[config.mk]
export PLATFORM = sky130hd
export DESIGN_NAME = gt_link_init_ctrl
export DESIGN_NICKNAME = d
export VERILOG_FILES = /design/src/rtl/gt_link_init_pkg.sv /design/src/rtl/bit_sync.sv /design/src/rtl/gt_link_init_ctrl.sv
export SDC_FILE = /design/constraint.sdc
export NUM_CORES = 1
export LEC_CHECK = 0
export BUFFER_PORTS_ARGS = -buffer_cell sky130_fd_sc_hd__buf_2
export CAP_MARGIN = 20
export CORE_MARGIN = 4
export CORE_UTILIZATION = 25
export DETAILED_ROUTE_END_ITERATION = 7
export SLEW_MARGIN = 20
export SYNTH_ARGS = -nofsm -noshare
export SYNTH_HDL_FRONTEND = slang
export SYNTH_SLANG_ARGS = --single-unit
export TNS_END_PERCENT = 20
[constraint.sdc]
create_clock -name hb_gtwiz_reset_clk_freerun_buf_int -period 3.7 [get_ports hb_gtwiz_reset_clk_freerun_buf_int]
set_input_delay 0.74 -clock hb_gtwiz_reset_clk_freerun_buf_int [delete_from_list [all_inputs] [get_ports hb_gtwiz_reset_clk_freerun_buf_int]]
set_output_delay 0.74 -clock hb_gtwiz_reset_clk_freerun_buf_int [all_outputs]
set_load 0.03 [all_outputs]
[src/rtl/gt_link_init_pkg.sv]
// Shared types and constants for the GT link bring-up sequencer.
// The state encoding doubles as the 4-bit state_out probe value decoded by VIO/TB.
`timescale 1ns/1ps
package gt_link_init_pkg;

    localparam int unsigned STATE_W     = 4;
    localparam int unsigned RETRY_W     = 4;
    localparam int unsigned SYNC_STAGES = 2;

    localparam logic [STATE_W-1:0] STATE_RST_ALL   = 4'd0;
    localparam logic [STATE_W-1:0] STATE_WAIT_PG   = 4'd1;
    localparam logic [STATE_W-1:0] STATE_WAIT_TX   = 4'd2;
    localparam logic [STATE_W-1:0] STATE_WAIT_RX   = 4'd3;
    localparam logic [STATE_W-1:0] STATE_WAIT_BB   = 4'd4;
    localparam logic [STATE_W-1:0] STATE_WAIT_LINK = 4'd5;
    localparam logic [STATE_W-1:0] STATE_DONE      = 4'd6;
    localparam logic [STATE_W-1:0] STATE_RETRY_ALL = 4'd7;
    localparam logic [STATE_W-1:0] STATE_RETRY_RX  = 4'd8;
    localparam logic [STATE_W-1:0] STATE_RST_RX    = 4'd9;
    localparam logic [STATE_W-1:0] STATE_FAIL      = 4'd10;

    typedef enum logic [STATE_W-1:0] {
        ST_RST_ALL   = STATE_RST_ALL,
        ST_WAIT_PG   = STATE_WAIT_PG,
        ST_WAIT_TX   = STATE_WAIT_TX,
        ST_WAIT_RX   = STATE_WAIT_RX,
        ST_WAIT_BB   = STATE_WAIT_BB,
        ST_WAIT_LINK = STATE_WAIT_LINK,
        ST_DONE      = STATE_DONE,
        ST_RETRY_ALL = STATE_RETRY_ALL,
        ST_RETRY_RX  = STATE_RETRY_RX,
        ST_RST_RX    = STATE_RST_RX,
        ST_FAIL      = STATE_FAIL
    } state_e;

    function automatic logic [RETRY_W-1:0] sat_inc(input logic [RETRY_W-1:0] v);
        return (v == '1) ? v : v + 1'b1;
    endfunction

endpackage

[src/rtl/bit_sync.sv]
// Multi-flop synchroniser for a single asynchronous status bit.
`timescale 1ns/1ps
module bit_sync #(
    parameter int unsigned STAGES = 2
) (
    input  logic clk,
    input  logic rst,
    input  logic d_in,
    output logic q_out
);

    logic [STAGES-1:0] sync_q;
    logic [STAGES-1:0] sync_d;

    always_comb begin
        sync_d = {sync_q[STAGES-2:0], d_in};
    end

    always_ff @(posedge clk) begin
        if (rst) begin
            sync_q <= '0;
        end else begin
            sync_q <= sync_d;
        end
    end

    assign q_out = sync_q[STAGES-1];

endmodule

[src/rtl/gt_link_init_ctrl.sv]
// Autonomous bring-up/recovery sequencer for a single-lane GT wizard: drives the wizard
// resets, watches status with timeouts and retries, and honours VIO override requests.
`timescale 1ns/1ps
module gt_link_init_ctrl
    import gt_link_init_pkg::*;
#(
    parameter int unsigned RESET_PULSE_CYC = 16,
    parameter int unsigned TIMEOUT_CYC     = 2**20,
    parameter int unsigned LINK_STABLE_CYC = 4096,
    parameter int unsigned MAX_RETRIES     = 10
) (
    input  logic               hb_gtwiz_reset_clk_freerun_buf_int,
    input  logic               hb_gtwiz_reset_all_int,
    input  logic               gtpowergood_in,
    input  logic               gtwiz_reset_tx_done_in,
    input  logic               gtwiz_reset_rx_done_in,
    input  logic               gtwiz_buffbypass_rx_done_in,
    input  logic               gtwiz_buffbypass_rx_error_in,
    input  logic               link_status_in,
    input  logic               vio_reset_all_req,
    input  logic               vio_rx_datapath_req,
    input  logic               link_down_clear,
    output logic               gtwiz_reset_all_out,
    output logic               gtwiz_reset_tx_datapath_out,
    output logic               gtwiz_reset_rx_datapath_out,
    output logic               init_done_out,
    output logic [RETRY_W-1:0] init_retry_ctr_out,
    output logic               link_down_latched_out,
    output logic [STATE_W-1:0] state_out
);

    localparam int unsigned TMR_SPAN = (TIMEOUT_CYC > RESET_PULSE_CYC) ? TIMEOUT_CYC : RESET_PULSE_CYC;
    localparam int unsigned TMR_W    = $clog2(TMR_SPAN);
    localparam int unsigned STB_W    = $clog2(LINK_STABLE_CYC + 1);

    logic clk;
    logic rst;
    assign clk = hb_gtwiz_reset_clk_freerun_buf_int;
    assign rst = hb_gtwiz_reset_all_int;

    logic pg_s, tx_done_s, rx_done_s, bb_done_s, bb_err_s;

    bit_sync #(.STAGES(SYNC_STAGES)) u_sync_pg (
        .clk(clk), .rst(rst), .d_in(gtpowergood_in), .q_out(pg_s)
    );
    bit_sync #(.STAGES(SYNC_STAGES)) u_sync_tx_done (
        .clk(clk), .rst(rst), .d_in(gtwiz_reset_tx_done_in), .q_out(tx_done_s)
    );
    bit_sync #(.STAGES(SYNC_STAGES)) u_sync_rx_done (
        .clk(clk), .rst(rst), .d_in(gtwiz_reset_rx_done_in), .q_out(rx_done_s)
    );
    bit_sync #(.STAGES(SYNC_STAGES)) u_sync_bb_done (
        .clk(clk), .rst(rst), .d_in(gtwiz_buffbypass_rx_done_in), .q_out(bb_done_s)
    );
    bit_sync #(.STAGES(SYNC_STAGES)) u_sync_bb_err (
        .clk(clk), .rst(rst), .d_in(gtwiz_buffbypass_rx_error_in), .q_out(bb_err_s)
    );

    state_e             state_q, state_d;
    logic [TMR_W-1:0]   timer_q, timer_d;
    logic [STB_W-1:0]   stab_q, stab_d;
    logic [RETRY_W-1:0] retry_q, retry_d;
    logic [RETRY_W-1:0] retry_inc;
    logic               latched_q, latched_d;
    logic               reset_all_q, reset_all_d;
    logic               reset_rx_q, reset_rx_d;
    logic               restart;
    logic               timeout;
    logic               pulse_done;
    logic               stab_last;

    assign timeout    = (timer_q == TMR_W'(TIMEOUT_CYC - 1));
    assign pulse_done = (timer_q == TMR_W'(RESET_PULSE_CYC - 1));
    assign stab_last  = (stab_q == STB_W'(LINK_STABLE_CYC - 1));
    assign retry_inc  = sat_inc(retry_q);

    always_comb begin
        state_d   = state_q;
        timer_d   = timer_q + 1'b1;
        stab_d    = '0;
        retry_d   = retry_q;
        latched_d = latched_q & ~link_down_clear;
        restart   = 1'b0;

        case (state_q)
            ST_RST_ALL:   if (pulse_done) state_d = ST_WAIT_PG;
            ST_WAIT_PG: begin
                if (pg_s)         state_d = ST_WAIT_TX;
                else if (timeout) state_d = ST_RETRY_ALL;
            end
            ST_WAIT_TX: begin
                if (tx_done_s)    state_d = ST_WAIT_RX;
                else if (timeout) state_d = ST_RETRY_ALL;
            end
            ST_WAIT_RX: begin
                if (rx_done_s)    state_d = ST_WAIT_BB;
                else if (timeout) state_d = ST_RETRY_RX;
            end
            ST_WAIT_BB: begin
                if (bb_err_s)       state_d = ST_RETRY_RX;
                else if (bb_done_s) state_d = ST_WAIT_LINK;
                else if (timeout)   state_d = ST_RETRY_RX;
            end
            ST_WAIT_LINK: begin
                if (link_status_in) stab_d = stab_q + 1'b1;
                if (link_status_in && stab_last) state_d = ST_DONE;
                else if (timeout)                state_d = ST_RETRY_RX;
            end
            ST_DONE: begin
                if (!link_status_in || bb_err_s) begin
                    latched_d = 1'b1;
                    state_d   = ST_RST_RX;
                end
            end
            ST_RETRY_ALL, ST_RETRY_RX: begin
                retry_d = retry_inc;
                if (retry_inc >= RETRY_W'(MAX_RETRIES)) state_d = ST_FAIL;
                else if (state_q == ST_RETRY_ALL)        state_d = ST_RST_ALL;
                else                                     state_d = ST_RST_RX;
            end
            ST_RST_RX:    if (pulse_done) state_d = ST_WAIT_RX;
            ST_FAIL:      state_d = ST_FAIL;
            default:      state_d = ST_RST_ALL;
        endcase

        // Overrides pre-empt any retry bookkeeping above; re-requesting the same
        // reset state restarts its pulse timer.
        if (vio_reset_all_req) begin
            state_d = ST_RST_ALL;
            retry_d = '0;
            restart = 1'b1;
        end else if (vio_rx_datapath_req && state_q != ST_RST_ALL && state_q != ST_FAIL) begin
            state_d = ST_RST_RX;
            retry_d = retry_q;
            restart = 1'b1;
        end

        if (restart || state_d != state_q) begin
            timer_d = '0;
            stab_d  = '0;
        end

        reset_all_d = (state_q == ST_RST_ALL);
        reset_rx_d  = (state_q == ST_RST_RX);
    end

    always_ff @(posedge clk) begin
        if (rst) begin
            state_q     <= ST_RST_ALL;
            timer_q     <= '0;
            stab_q      <= '0;
            retry_q     <= '0;
            latched_q   <= 1'b0;
            reset_all_q <= 1'b0;
            reset_rx_q  <= 1'b0;
        end else begin
            state_q     <= state_d;
            timer_q     <= timer_d;
            stab_q      <= stab_d;
            retry_q     <= retry_d;
            latched_q   <= latched_d;
            reset_all_q <= reset_all_d;
            reset_rx_q  <= reset_rx_d;
        end
    end

    assign gtwiz_reset_all_out         = reset_all_q;
    assign gtwiz_reset_tx_datapath_out = 1'b0;
    assign gtwiz_reset_rx_datapath_out = reset_rx_q;
    assign init_done_out               = (state_q == ST_DONE);
    assign init_retry_ctr_out          = retry_q;
    assign link_down_latched_out       = latched_q;
    assign state_out                   = state_q;

endmodule

==> flow_metrics.env <==
export IMPL_synth_flop_cell="dfxtp_1"
export IMPL_grt_pass1_wl_um=11500
export IMPL_area_growth_pct=15.50
export IMPL_finalSetupTns_ns=0
export IMPL_power_density_nw_per_um2=376.8
export IMPL_hp_class="reg -> reg"
export IMPL_cts_htree_levels=2
export IMPL_post_place_ws_ns=0.4014
export IMPL_fmaxAchievable_mhz=314.5
export IMPL_drc_errors=0
export IMPL_grt_pass1_vias=2461
export IMPL_ant_nets=0
export IMPL_finalSetupViolCount=0
export IMPL_r2r_slack_ns=0.52
export IMPL_antenna_found_initial=0
export IMPL_placed_cell_area_um2=3069
export IMPL_intPower_uw=991.7
export IMPL_clock_sinks=54
export IMPL_synth_top_cell_area_share_pct=38.26
export IMPL_cts_hold_buffers_added=0
export IMPL_finalWorstSetupSlack_ns=0.5201
export IMPL_leakage_uw=0.001158
export IMPL_p_clk_share_pct=48.5
export IMPL_min_period_ns=3.180
export IMPL_power_switching_uw=237.9
export IMPL_endpoint_kind="flip-flop"
export IMPL_drt_pass1_iterations=4
export IMPL_portBuffers=22
export IMPL_clk_pin_slew_worst_paths_ns=0.07
export IMPL_syn_inst=331
export IMPL_synth_edf_count=0
export IMPL_routabilityCongestion=0.9612
export IMPL_post_drt_wl_per_cell_um=13.75
export IMPL_cp_start_kind="flip-flop"
export IMPL_die_w_um=114.3
export IMPL_tightest_slew_ns=0.5991
export IMPL_clock_latency_ns=0.29
export IMPL_required_ns=3.92
export IMPL_synthMostInstantiatedCell="dfxtp_1"
export IMPL_cts_tree="done"
export IMPL_final_max_slew_viol_count=0
export IMPL_io_pins=24
export IMPL_hold_ws_ns=0.4361
export IMPL_synth_common_cells="54 x dfxtp_1, 30 x nor2_1, 22 x nand2_1"
export IMPL_yosysSeqAreaShare_pct=38.26
export IMPL_relSlewSlack_pct=60.00
export IMPL_routed_wl_um=6765
export IMPL_fp_dieH_um=114.3
export IMPL_syn_area_um2=2825
export IMPL_core_um2=10940
export IMPL_irDropWorstVdd_uv=189.9
export IMPL_layout_drive_gt1_share_pct=15.91
export IMPL_post_synth_top_area_cell="dfxtp_1"
export IMPL_yosys_top_cells_area="dfxtp_1 38%, xor2_1 5.6%, xnor2_1 4.0%"
export IMPL_syn_num_nets=345
export IMPL_async_flop_share_pct=0
export IMPL_crit_type="reg -> reg"
export IMPL_crit_fanout=20
export IMPL_max_cap_violations=0
export IMPL_final_area_um2=3263
export IMPL_cts_resized=0
export IMPL_ys_ff_latch=54
export IMPL_dieArea_um2=13070
export IMPL_yosysWarningCount=0
export IMPL_fin_nets=365
export IMPL_grt_start_max_net_pins=21
export IMPL_vias=2525
export IMPL_drt_iter0_markers=251
export IMPL_root_buffer="clkbuf_16"
export IMPL_rsz0062_at_grt="no"
export IMPL_ys_types=58
export IMPL_p_comb_share_pct=3.4
export IMPL_outcome="finished clean"
export IMPL_grt_overflow_total=0
export IMPL_row_count=38
export IMPL_post_cts_buffers=0
export IMPL_fin_crit_sh_pct=85.94
export IMPL_arrival_ns=3.40
export IMPL_switching_share_pct=19.35
export IMPL_pwr_share_seq_pct=48.1
export IMPL_clockBufferDepth=2
export IMPL_cts_buffers=5
export IMPL_hpwl_um=4830
export IMPL_hold_viol_final=0
export IMPL_start_util_pct=25.84
export IMPL_finalPower_uw=1230
export IMPL_via_per_inst=5.132
export IMPL_avgSynthCellArea_um2=8.535
export IMPL_diodes=0
export IMPL_finClkSkew_ns=0.007872
export IMPL_grt_usage_pct=10.76
critical path: stages, from the launching register on:
cell      delay (ns)
dfxtp_1         0.67
nand2_1         0.25
a21oi_1         0.37
mux2i_1         0.16
a2111o_1        0.32
or3_4           0.47
or4b_4          0.71
nor2_1          0.15
cells by family after synthesis:
kind of cell               Yosys count  share of synthesized area [%]
and+or+nand+nor                    169                          33.39
AOI/OAI and AO/OA                   48                          12.00
xor gates and xnor gates            31                          9.610
DFF                                 54                          38.26
buffers and inverters               20                          3.455
adders and majority gates            3                          1.329
other                                1                         0.1327
muxes                                5                          1.816
layout by cell type, fill, tap and decap left out, types with 2 or more instances in the layout:
cell type / count
xor2_1: 18
or2_2: 4
and2_1: 2
nor2b_1: 16
inv_1: 7
nand4_1: 7
buf_2: 22
and3_1: 6
bufinv_16: 2
nor2_1: 30
a211oi_1: 3
nand3_1: 13
nand4b_1: 2
and4_1: 3
nor2_2: 11
ha_1: 3
nor3_1: 14
a21oi_1: 10
nand2_1: 22
o211ai_1: 2
a211o_1: 2
mux2i_1: 4
o21ai_0: 9
o31ai_1: 3
nor4_1: 13
a311oi_1: 3
dfxtp_1: 54
buf_4: 4
nand2b_1: 9
clkbuf_16: 5
or3_1: 9
xnor2_1: 13
final cells by class:
type | instances | area (um2)
Fill cell | 1165 | 7672
Multi-Input combinational cell | 257 | 1647
Sequential cell | 54 | 1081
Tap cell | 140 | 175.2
Timing Repair Buffer | 26 | 140.1
Clock buffer | 5 | 125.1
Clock inverter | 3 | 68.82
Inverter | 7 | 26.28
layer usage:
metal	GRT usage (%)	routed length, um	up-vias
met4	4.355	195	0
met5	0	0	-
li1	-	-	1222
met2	17.17	3072	106
met1	13.78	3019	1170
met3	2.854	477	27
power by group through the flow:
stage	clock (uW)	combinational (uW)	sequential, uW
global placement	0	40.4	605
global route	638	45.4	592
detailed placement	0	41.2	605
finish	596	41.6	592
floorplan	0	29.5	605
CTS	614	41.6	592
through the flow:
stage	util (%)	instances
2_1_floorplan	-	331
3_3_place_gp	28.07	484
3_5_place_dp	28.07	484
4_1_cts	29.84	492
5_1_grt	29.84	492
6_report	29.84	492
final timing paths:
kind,startpoint,cells past startpoint,to
hold / removal,u_sync_bb_err.sync_q[0],1,u_sync_bb_err.sync_q[1]
setup / recovery,state_out[0],7,timer_q[11]
setup reg to reg,state_out[0],7,timer_q[11]
hold reg to reg,u_sync_bb_err.sync_q[0],1,u_sync_bb_err.sync_q[1]
flip-flops by register name (all words and copies together), names as in the netlist:
register                     flops
gtwiz_reset_all_out              1
gtwiz_reset_rx_datapath_out      1
init_retry_ctr_out               4
link_down_latched_out            1
stab_q                          13
state_out                        4
timer_q                         20
u_sync_bb_done.sync_q            2
u_sync_bb_err.sync_q             2
u_sync_pg.sync_q                 2
u_sync_rx_done.sync_q            2
u_sync_tx_done.sync_q            2
Note: power is estimated with default switching activity, not from simulation.
